**src/rtl/dm_arb_pkg.sv**
```systemverilog
// Shared types and constants for the data-memory arbiter.
package dm_arb_pkg;

  localparam int DM_DEPTH = 500;
  localparam int DM_NREQ  = 2;
  localparam int DM_AW    = 32;
  localparam int DM_DW    = 32;
  localparam int DM_PW    = 3;  // port index field, wide enough for 8 requesters

  typedef enum logic [1:0] {IDLE, ACCESS, RESP} state_t;

  // The command register bounds AW and DW to 32 bits.
  typedef struct packed {
    logic             we;
    logic [DM_AW-1:0] addr;
    logic [DM_DW-1:0] wdata;
    logic [DM_PW-1:0] port;
  } dm_cmd_t;

  function automatic logic [7:0] port_onehot(input logic [DM_PW-1:0] port);
    return 8'b1 << port;
  endfunction

endpackage

```
**src/rtl/dm_arbiter_rr.sv**
```systemverilog
// Round-robin arbiter: one-hot grant plus index; search starts after the last winner.
module rr_arbiter #(
  parameter  int NREQ = 2,
  localparam int IW   = (NREQ > 1) ? $clog2(NREQ) : 1
) (
  input  logic            clk,
  input  logic            rst,
  input  logic [NREQ-1:0] req,
  input  logic            advance,
  output logic [NREQ-1:0] gnt,
  output logic [IW-1:0]   idx
);

  logic [IW-1:0] last;
  logic [IW-1:0] cand;

  // Scan from the farthest candidate to the nearest so the nearest requester overwrites.
  // NOTE: every output of a combinational block gets a default first, so no latch is inferred.
  always_comb begin
    gnt  = '0;
    idx  = '0;
    cand = '0;
    for (int i = NREQ; i >= 1; i--) begin
      cand = IW'((int'(last) + i) % NREQ);
      if (req[cand]) begin
        gnt       = '0;
        gnt[cand] = 1'b1;
        idx       = cand;
      end
    end
  end

  // Resetting to the highest index gives port 0 top priority after reset.
  // NOTE: state registers use non-blocking assignments so every flop samples pre-edge values.
  always_ff @(posedge clk or posedge rst) begin
    if (rst)                 last <= IW'(NREQ - 1);
    else if (advance && |req) last <= idx;
  end

endmodule

```
**src/rtl/dm_arbiter.sv**
```systemverilog
// Round-robin arbiter sharing a single-port data memory between NREQ requesters.
// Define DM_ARB_ADDR_CHECK_EN to block out-of-range accesses and flag them with rsp_err.
module dm_arbiter
  import dm_arb_pkg::*;
#(
  parameter int NREQ  = DM_NREQ,
  parameter int DEPTH = DM_DEPTH,
  parameter int AW    = DM_AW,
  parameter int DW    = DM_DW
) (
  input  logic                 clk,
  input  logic                 rst,
  input  logic [NREQ-1:0]      req,
  input  logic [NREQ-1:0]      req_we,
  input  logic [NREQ-1:0][AW-1:0] req_addr,
  input  logic [NREQ-1:0][DW-1:0] req_wdata,
  output logic [NREQ-1:0]      gnt,
  output logic [NREQ-1:0]      rsp_valid,
  output logic [DW-1:0]        rsp_rdata,
  output logic                 rsp_err,
  output logic                 busy,
  output logic                 mem_read,
  output logic                 mem_write,
  output logic [AW-1:0]        mem_addr,
  output logic [DW-1:0]        mem_wdata,
  input  logic [DW-1:0]        mem_rdata
);

  localparam int IW = (NREQ > 1) ? $clog2(NREQ) : 1;

`ifdef DM_ARB_ADDR_CHECK_EN
  localparam bit ADDR_CHECK = 1'b1;
`else
  localparam bit ADDR_CHECK = 1'b0;
`endif

  state_t          state;
  dm_cmd_t         cmd;
  logic [NREQ-1:0] arb_gnt;
  logic [IW-1:0]   arb_idx;
  logic            can_grant;
  logic            sel_bad;
  logic            cmd_bad;

  // No grant while the memory is busy with a latched command, nor while reset holds everything low.
  assign can_grant = !rst && (state != ACCESS);
  assign gnt       = can_grant ? arb_gnt : '0;
  assign busy      = (state != IDLE);
  assign mem_addr  = AW'(cmd.addr);
  assign mem_wdata = DW'(cmd.wdata);
  assign sel_bad   = ADDR_CHECK && (req_addr[arb_idx] >= AW'(DEPTH));
  assign cmd_bad   = ADDR_CHECK && (cmd.addr >= DM_AW'(DEPTH));

  rr_arbiter #(.NREQ(NREQ)) u_rr (
    .clk     (clk),
    .rst     (rst),
    .req     (req),
    .advance (can_grant),
    .gnt     (arb_gnt),
    .idx     (arb_idx)
  );

  always_ff @(posedge clk or posedge rst) begin
    if (rst) begin
      state     <= IDLE;
      cmd       <= '0;
      mem_read  <= 1'b0;
      mem_write <= 1'b0;
      rsp_valid <= '0;
      rsp_rdata <= '0;
      rsp_err   <= 1'b0;
    end else begin
      rsp_valid <= '0;
      rsp_err   <= 1'b0;
      mem_read  <= 1'b0;
      mem_write <= 1'b0;
      case (state)
        ACCESS: begin
          state     <= RESP;
          rsp_valid <= NREQ'(port_onehot(cmd.port));
          rsp_err   <= cmd_bad;
          rsp_rdata <= (cmd.we || cmd_bad) ? '0 : mem_rdata;
        end
        // IDLE and RESP arbitrate identically; a grant in RESP overlaps the response.
        default: begin
          if (|arb_gnt) begin
            state     <= ACCESS;
            cmd       <= '{we:    req_we[arb_idx],
                           addr:  DM_AW'(req_addr[arb_idx]),
                           wdata: DM_DW'(req_wdata[arb_idx]),
                           port:  DM_PW'(arb_idx)};
            mem_read  <= !req_we[arb_idx] && !sel_bad;
            mem_write <=  req_we[arb_idx] && !sel_bad;
          end else begin
            state <= IDLE;
          end
        end
      endcase
    end
  end

endmodule

```
**config.mk**
```make
export PLATFORM = sky130hd
export DESIGN_NAME = dm_arbiter
export DESIGN_NICKNAME = d
export VERILOG_FILES = /design/src/rtl/dm_arb_pkg.sv /design/src/rtl/dm_arbiter_rr.sv /design/src/rtl/dm_arbiter.sv
export SDC_FILE = /design/constraint.sdc
export NUM_CORES = 1
export LEC_CHECK = 0
export BUFFER_PORTS_ARGS = -buffer_cell sky130_fd_sc_hd__buf_2
export CAP_MARGIN = 20
export CORE_MARGIN = 3
export CORE_UTILIZATION = 49
export DETAILED_ROUTE_END_ITERATION = 10
export PLACE_DENSITY_LB_ADDON = 0.08
export SLEW_MARGIN = 20
export SYNTH_ARGS = -nofsm -noshare
export SYNTH_HDL_FRONTEND = slang
export SYNTH_SLANG_ARGS = --single-unit
```
**constraint.sdc**
```tcl
create_clock -name clk -period 5.8 [get_ports clk]
set_input_delay 1.45 -clock clk [delete_from_list [all_inputs] [get_ports clk]]
set_output_delay 1.45 -clock clk [all_outputs]
set_load 0.05 [all_outputs]
```
Yosys cells after proc, flatten, opt, wreduce, memory -nomap -nowiden
Index checks and enable logic that the tools add are counted.
Widths: inputs -> output; s select.
{ "word_totals": {"input_bits": 166, "output_inout_bits": 104, "reg_bits": 105} }
{ "classes": {"eq_ne": 2, "n_addsub": 2, "n_mux": 27, "n_reduce_logical": 10, "magnitude_cmp": 5, "shift": 1, "bitwise": 1} }
{ "ops": {"columns": ["operator", "n"], "rows": [
  ["$mux 32", 5],
  ["$mux 1", 15],
  ["$mux 2", 5],
  ["$lt 1x2->1 const B", 3],
  ["$logic_and 1x1->1", 4],
  ["$reduce_or 2->1", 2],
  ["$add 1x1->1 const B", 2],
  ["$demux 1 s1", 2],
  ["$eq 2x1->1 const B", 1],
  ["$ge 1x1->1 const B", 2],
  ["$logic_not 1->1", 2],
  ["$ne 2x1->1 const B", 1],
  ["$reduce_and 2->1", 1],
  ["$reduce_bool 2->1", 1],
  ["$shl 1x1->2 const A", 1],
  ["$not 1->1", 1]
]} }

Longest topological paths before layout
{ "depth": {"ltp_word": 10, "ltp_mapped": 7, "ltp_nobuf": 4} }

By module
Synthesis repeated with hierarchy kept, for this count alone.
{ "unflattened": {"hier_cells": 443, "area_unflattened_um2": 5382.7} }
{ "by_module_without_submodules": {"columns": ["mod", "cells_each", "seq_area_each_um2", "n_inst", "area_each_um2"], "rows": [
  ["dm_arbiter", 435, 2602.5, 1, 5315.1],
  ["rr_arbiter", 8, 26.3, 1, 67.6]
]} }

Worst setup path before layout
No wires, ideal clock.
{ "synth_path": {"path_type": "input-to-output", "start": "in req[1]", "end": "out gnt[1]", "n_path_buf": 2, "stages": 4, "setup_slack_ns": 1.298, "arrival_ns": 3.052, "required_time_ns": 4.350, "path_cell_list": "a21bo_2 > buf_4 > buf_2 > nor3_1"} }
{ "synth_via": {"elab_chain_len": 5} }
{ "synth_rtl": {"columns": ["item", "line_no", "source"], "rows": [
  ["from (decl)", "dm_arbiter.sv:13", "input logic [NREQ-1:0] req,"],
  ["$mux 1 (not written as such) (2 in series)", "dm_arbiter_rr.sv:25", "if (req[cand]) begin"],
  ["$mux 2", "dm_arbiter_rr.sv:25", null],
  ["$mux 2 (*)", "dm_arbiter_rr.sv:25", null],
  ["$mux 2 (*)", "dm_arbiter.sv:47", "assign gnt = can_grant ? arb_gnt : '0;"],
  ["to (decl)", "dm_arbiter.sv:17", "output logic [NREQ-1:0] gnt,"]
]} }
Mark *: on every way between the ends. The rest lies on a longest branch, timed or not. The select of a mux whose other input is x is not followed.

Worst setup path in the final report
Same ends and word-level chain as after synthesis.

==> results.sh <==
export IMPL_numCtsBuffers=9
export IMPL_routabilityCongestion=0.7665
export IMPL_mappedNetlistArea_mm2=0.005235
export IMPL_clock_root_buffer="clkbuf_8"
export IMPL_fin_crit_ns=3.882
export IMPL_hold_class="reg -> reg"
export IMPL_worstPathArrival_ns=2.43
export IMPL_status="finished, final reports clean"
export IMPL_setup_ws_ns=1.918
export IMPL_start_kind="input pin"
export IMPL_grt_max_degree=75
export IMPL_skew_ns=0.01782
export IMPL_fin_crit_sh=0.6694
export IMPL_grt_overflow_total=0
export IMPL_holdWs_ns=0.4275
export IMPL_nets=932
export IMPL_post_cts_buffers=0
export IMPL_post_cts_hold_buffer_count=0
export IMPL_drt_iter0_drc=422
export IMPL_fin_cells=907
export IMPL_p_int_mw=1.802
export IMPL_clk_latency_ns=0.36
export IMPL_htree_levels=3
export IMPL_syn2layout_area_growth_pct=20.22
export IMPL_total_power_mw=3.988
export IMPL_portBuffers=268
export IMPL_dieWidth_um=109.4
export IMPL_final_area_mm2=0.006294
export IMPL_max_freq_mhz=257.6
export IMPL_finalSetupTns_ns=0
export IMPL_first_pass_iters=4
export IMPL_powerDensity_mw_per_mm2=633.6
export IMPL_top_usage_layer="met2"
export IMPL_synth_top_area_cell="dfrtp_1"
export IMPL_placed_area_mm2=0.006093
export IMPL_p_clk_frac=0.115
export IMPL_yosysSeqAreaShare=0.5022
export IMPL_routedWlPerCell_um=16.12
export IMPL_synth_cell_type_count=24
export IMPL_drc_errors=0
export IMPL_io_pins=270
export IMPL_vdd_drop_max_mv=0.3898
export IMPL_num_vias=4682
export IMPL_initial_utilization=0.5048
export IMPL_switching_share=0.5480
export IMPL_ctsResizeCount=0
export IMPL_nFillCells=1013
export IMPL_finalHoldViolations=0
export IMPL_die_area_mm2=0.01196
export IMPL_cap_violations=0
export IMPL_use_met1=0.3079
export IMPL_core_area_mm2=0.01037
export IMPL_relSlewSlack=0.4521
export IMPL_dp_cells=891
export IMPL_insertedDiodeCount=0
export IMPL_dp_hpwl_mm=10.11
export IMPL_p_comb_frac=0.573
export IMPL_drive_gt1_frac=0.3969
export IMPL_finalSetupViolations=0
export IMPL_die_height_um=109.4
export IMPL_dp_slack_ns=1.940
export IMPL_drt_wl_total_mm=14.62
export IMPL_seq_power_share=0.312
export IMPL_grt_pass1_vias=4234
export IMPL_critical_path_required_ns=4.35
export IMPL_synth_seq_cells=105
export IMPL_max_slew_worst_pin_slew_ns=0.8218
export IMPL_clock_sinks=105
export IMPL_grt_total_usage=0.2335
export IMPL_ant_nets=0
export IMPL_final_max_slew_viol_count=0
export IMPL_rows=37
export IMPL_cts_tree="built"
export IMPL_grt_use_met3=0.06283
export IMPL_p_leak_nw=3.169
export IMPL_crit_type="in -> out"
export IMPL_switchingPower_mw=2.185
export IMPL_yosys_area_top_type_share=0.4971
export IMPL_antenna_found_initial=0
export IMPL_clockBufferDepth=2
export IMPL_rsz0062_at_grt="no"
export IMPL_cp_max_fo=5
export IMPL_synthTopCellsByArea="dfrtp_1 50%, nand2_1 11%, buf_4 9.8%, a31oi_1 6.7%, a21oi_1 6.3%"
export IMPL_syn_avg_cell_area_um2=8.828
export IMPL_cts_clk_slew_worst_paths_ns=0.09
export IMPL_vias_per_cell=5.162
export IMPL_final_core_util=0.6069
export IMPL_grt_pass1_wl_mm=21.69
export IMPL_yosysWarnings=0
export IMPL_syn_nets=759
export IMPL_crit_path_end_kind="output pin"
export IMPL_grtUsageMet2=0.3845
export IMPL_synth_cells=593
[final timing paths]
path / from / end / slack [ns] / cells past startpoint
hold reg to reg: cmd[0] / rsp_valid[0] / 0.43 / 1
setup reg to reg: state[0] / mem_addr[11] / 3.58 / 4
setup / recovery: req[1] / gnt[1] / 1.92 / 4
max in group asynchronous: rst / mem_wdata[10] / 3.41 / 3
hold / removal: cmd[0] / rsp_valid[0] / 0.43 / 1
min in group asynchronous: rst / mem_wdata[9] / 1.22 / 2
[worst max-delay path: stages]
cell,delay (ns)
buf_2,0.13
a21bo_2,0.25
nor3_1,0.26
buf_2,0.34
[synth_stat cells]
cell      number
a21bo_2        1
a21boi_0       1
a21oi_1       66
a31oi_1       56
a31oi_2       10
and2_1         2
and3_1         1
buf_2         18
buf_4         68
buf_6          3
clkbuf_1      23
conb_1         1
dfrtp_1      104
dfstp_2        1
inv_1          3
mux2i_1        2
nand2_1      160
nand2b_1      34
nor2_1         3
nor2b_1        1
nor3_1         1
o21ai_0       32
or2_1          1
or2_2          1
[registers in the layout, indices dropped and copies added, names as in the netlist]
signal and flops:
mem_wdata 32, state 2, mem_write 1, cmd 2, rsp_rdata 32, u_rr.last 1
mem_addr 32, mem_read 1, rsp_valid 2
[layout make-up]
| class | count | area, µm² | area share |
|---|---|---|---|
| inverters | 3 | 13.76 | 0.002187 |
| repair buffers | 274 | 1386 | 0.2203 |
| clock buffers | 12 | 145.1 | 0.02306 |
| multi-input cells | 373 | 1896 | 0.3012 |
| well taps | 136 | 170.2 | 0.02704 |
| flip-flops and latches | 105 | 2629 | 0.4177 |
| clock inverters | 4 | 53.80 | 0.008549 |
[power by group through the flow]
stage               Clock (mW)  Sequential (mW)  Combinational (mW)
floorplan                    0             1.47                1.87
global placement             0             1.25                2.27
detailed placement           0             1.26                2.31
CTS                      0.470             1.25                2.31
global route             0.501             1.29                2.44
finish                   0.458             1.24                2.28
[logic make-up (layout without fill, tap and decap cells)]
family	Yosys count	after routing	synth area share
and+or+nand+nor	204	204	0.1656
AOI/OAI and AO/OA	166	166	0.1879
buffers and inverters	115	293	0.1398
muxes	2	2	0.003824
DFF	105	105	0.5022
other	1	1	0.0007163
[cell usage in the layout, fill, tap and decap left out, drive strengths merged]
cell type	instances
buf	274
nand2	160
dfrtp	104
a21oi	66
a31oi	66
nand2b	34
o21ai	32
clkbuf	12
nor2	3
inv	3
or2	2
mux2i	2
clkinvlp	2
and2	2
a21bo	1
a21boi	1
and3	1
nor3	1
nor2b	1
conb	1
bufinv	1
clkinv	1
dfstp	1
[routing by layer]
metal,wire length (µm),vias to the layer above
met5,0,-
met4,226,0
met3,1226,14
met2,7090,207
met1,6079,2203
li1,-,2258
(Power assumes the default switching activity.)
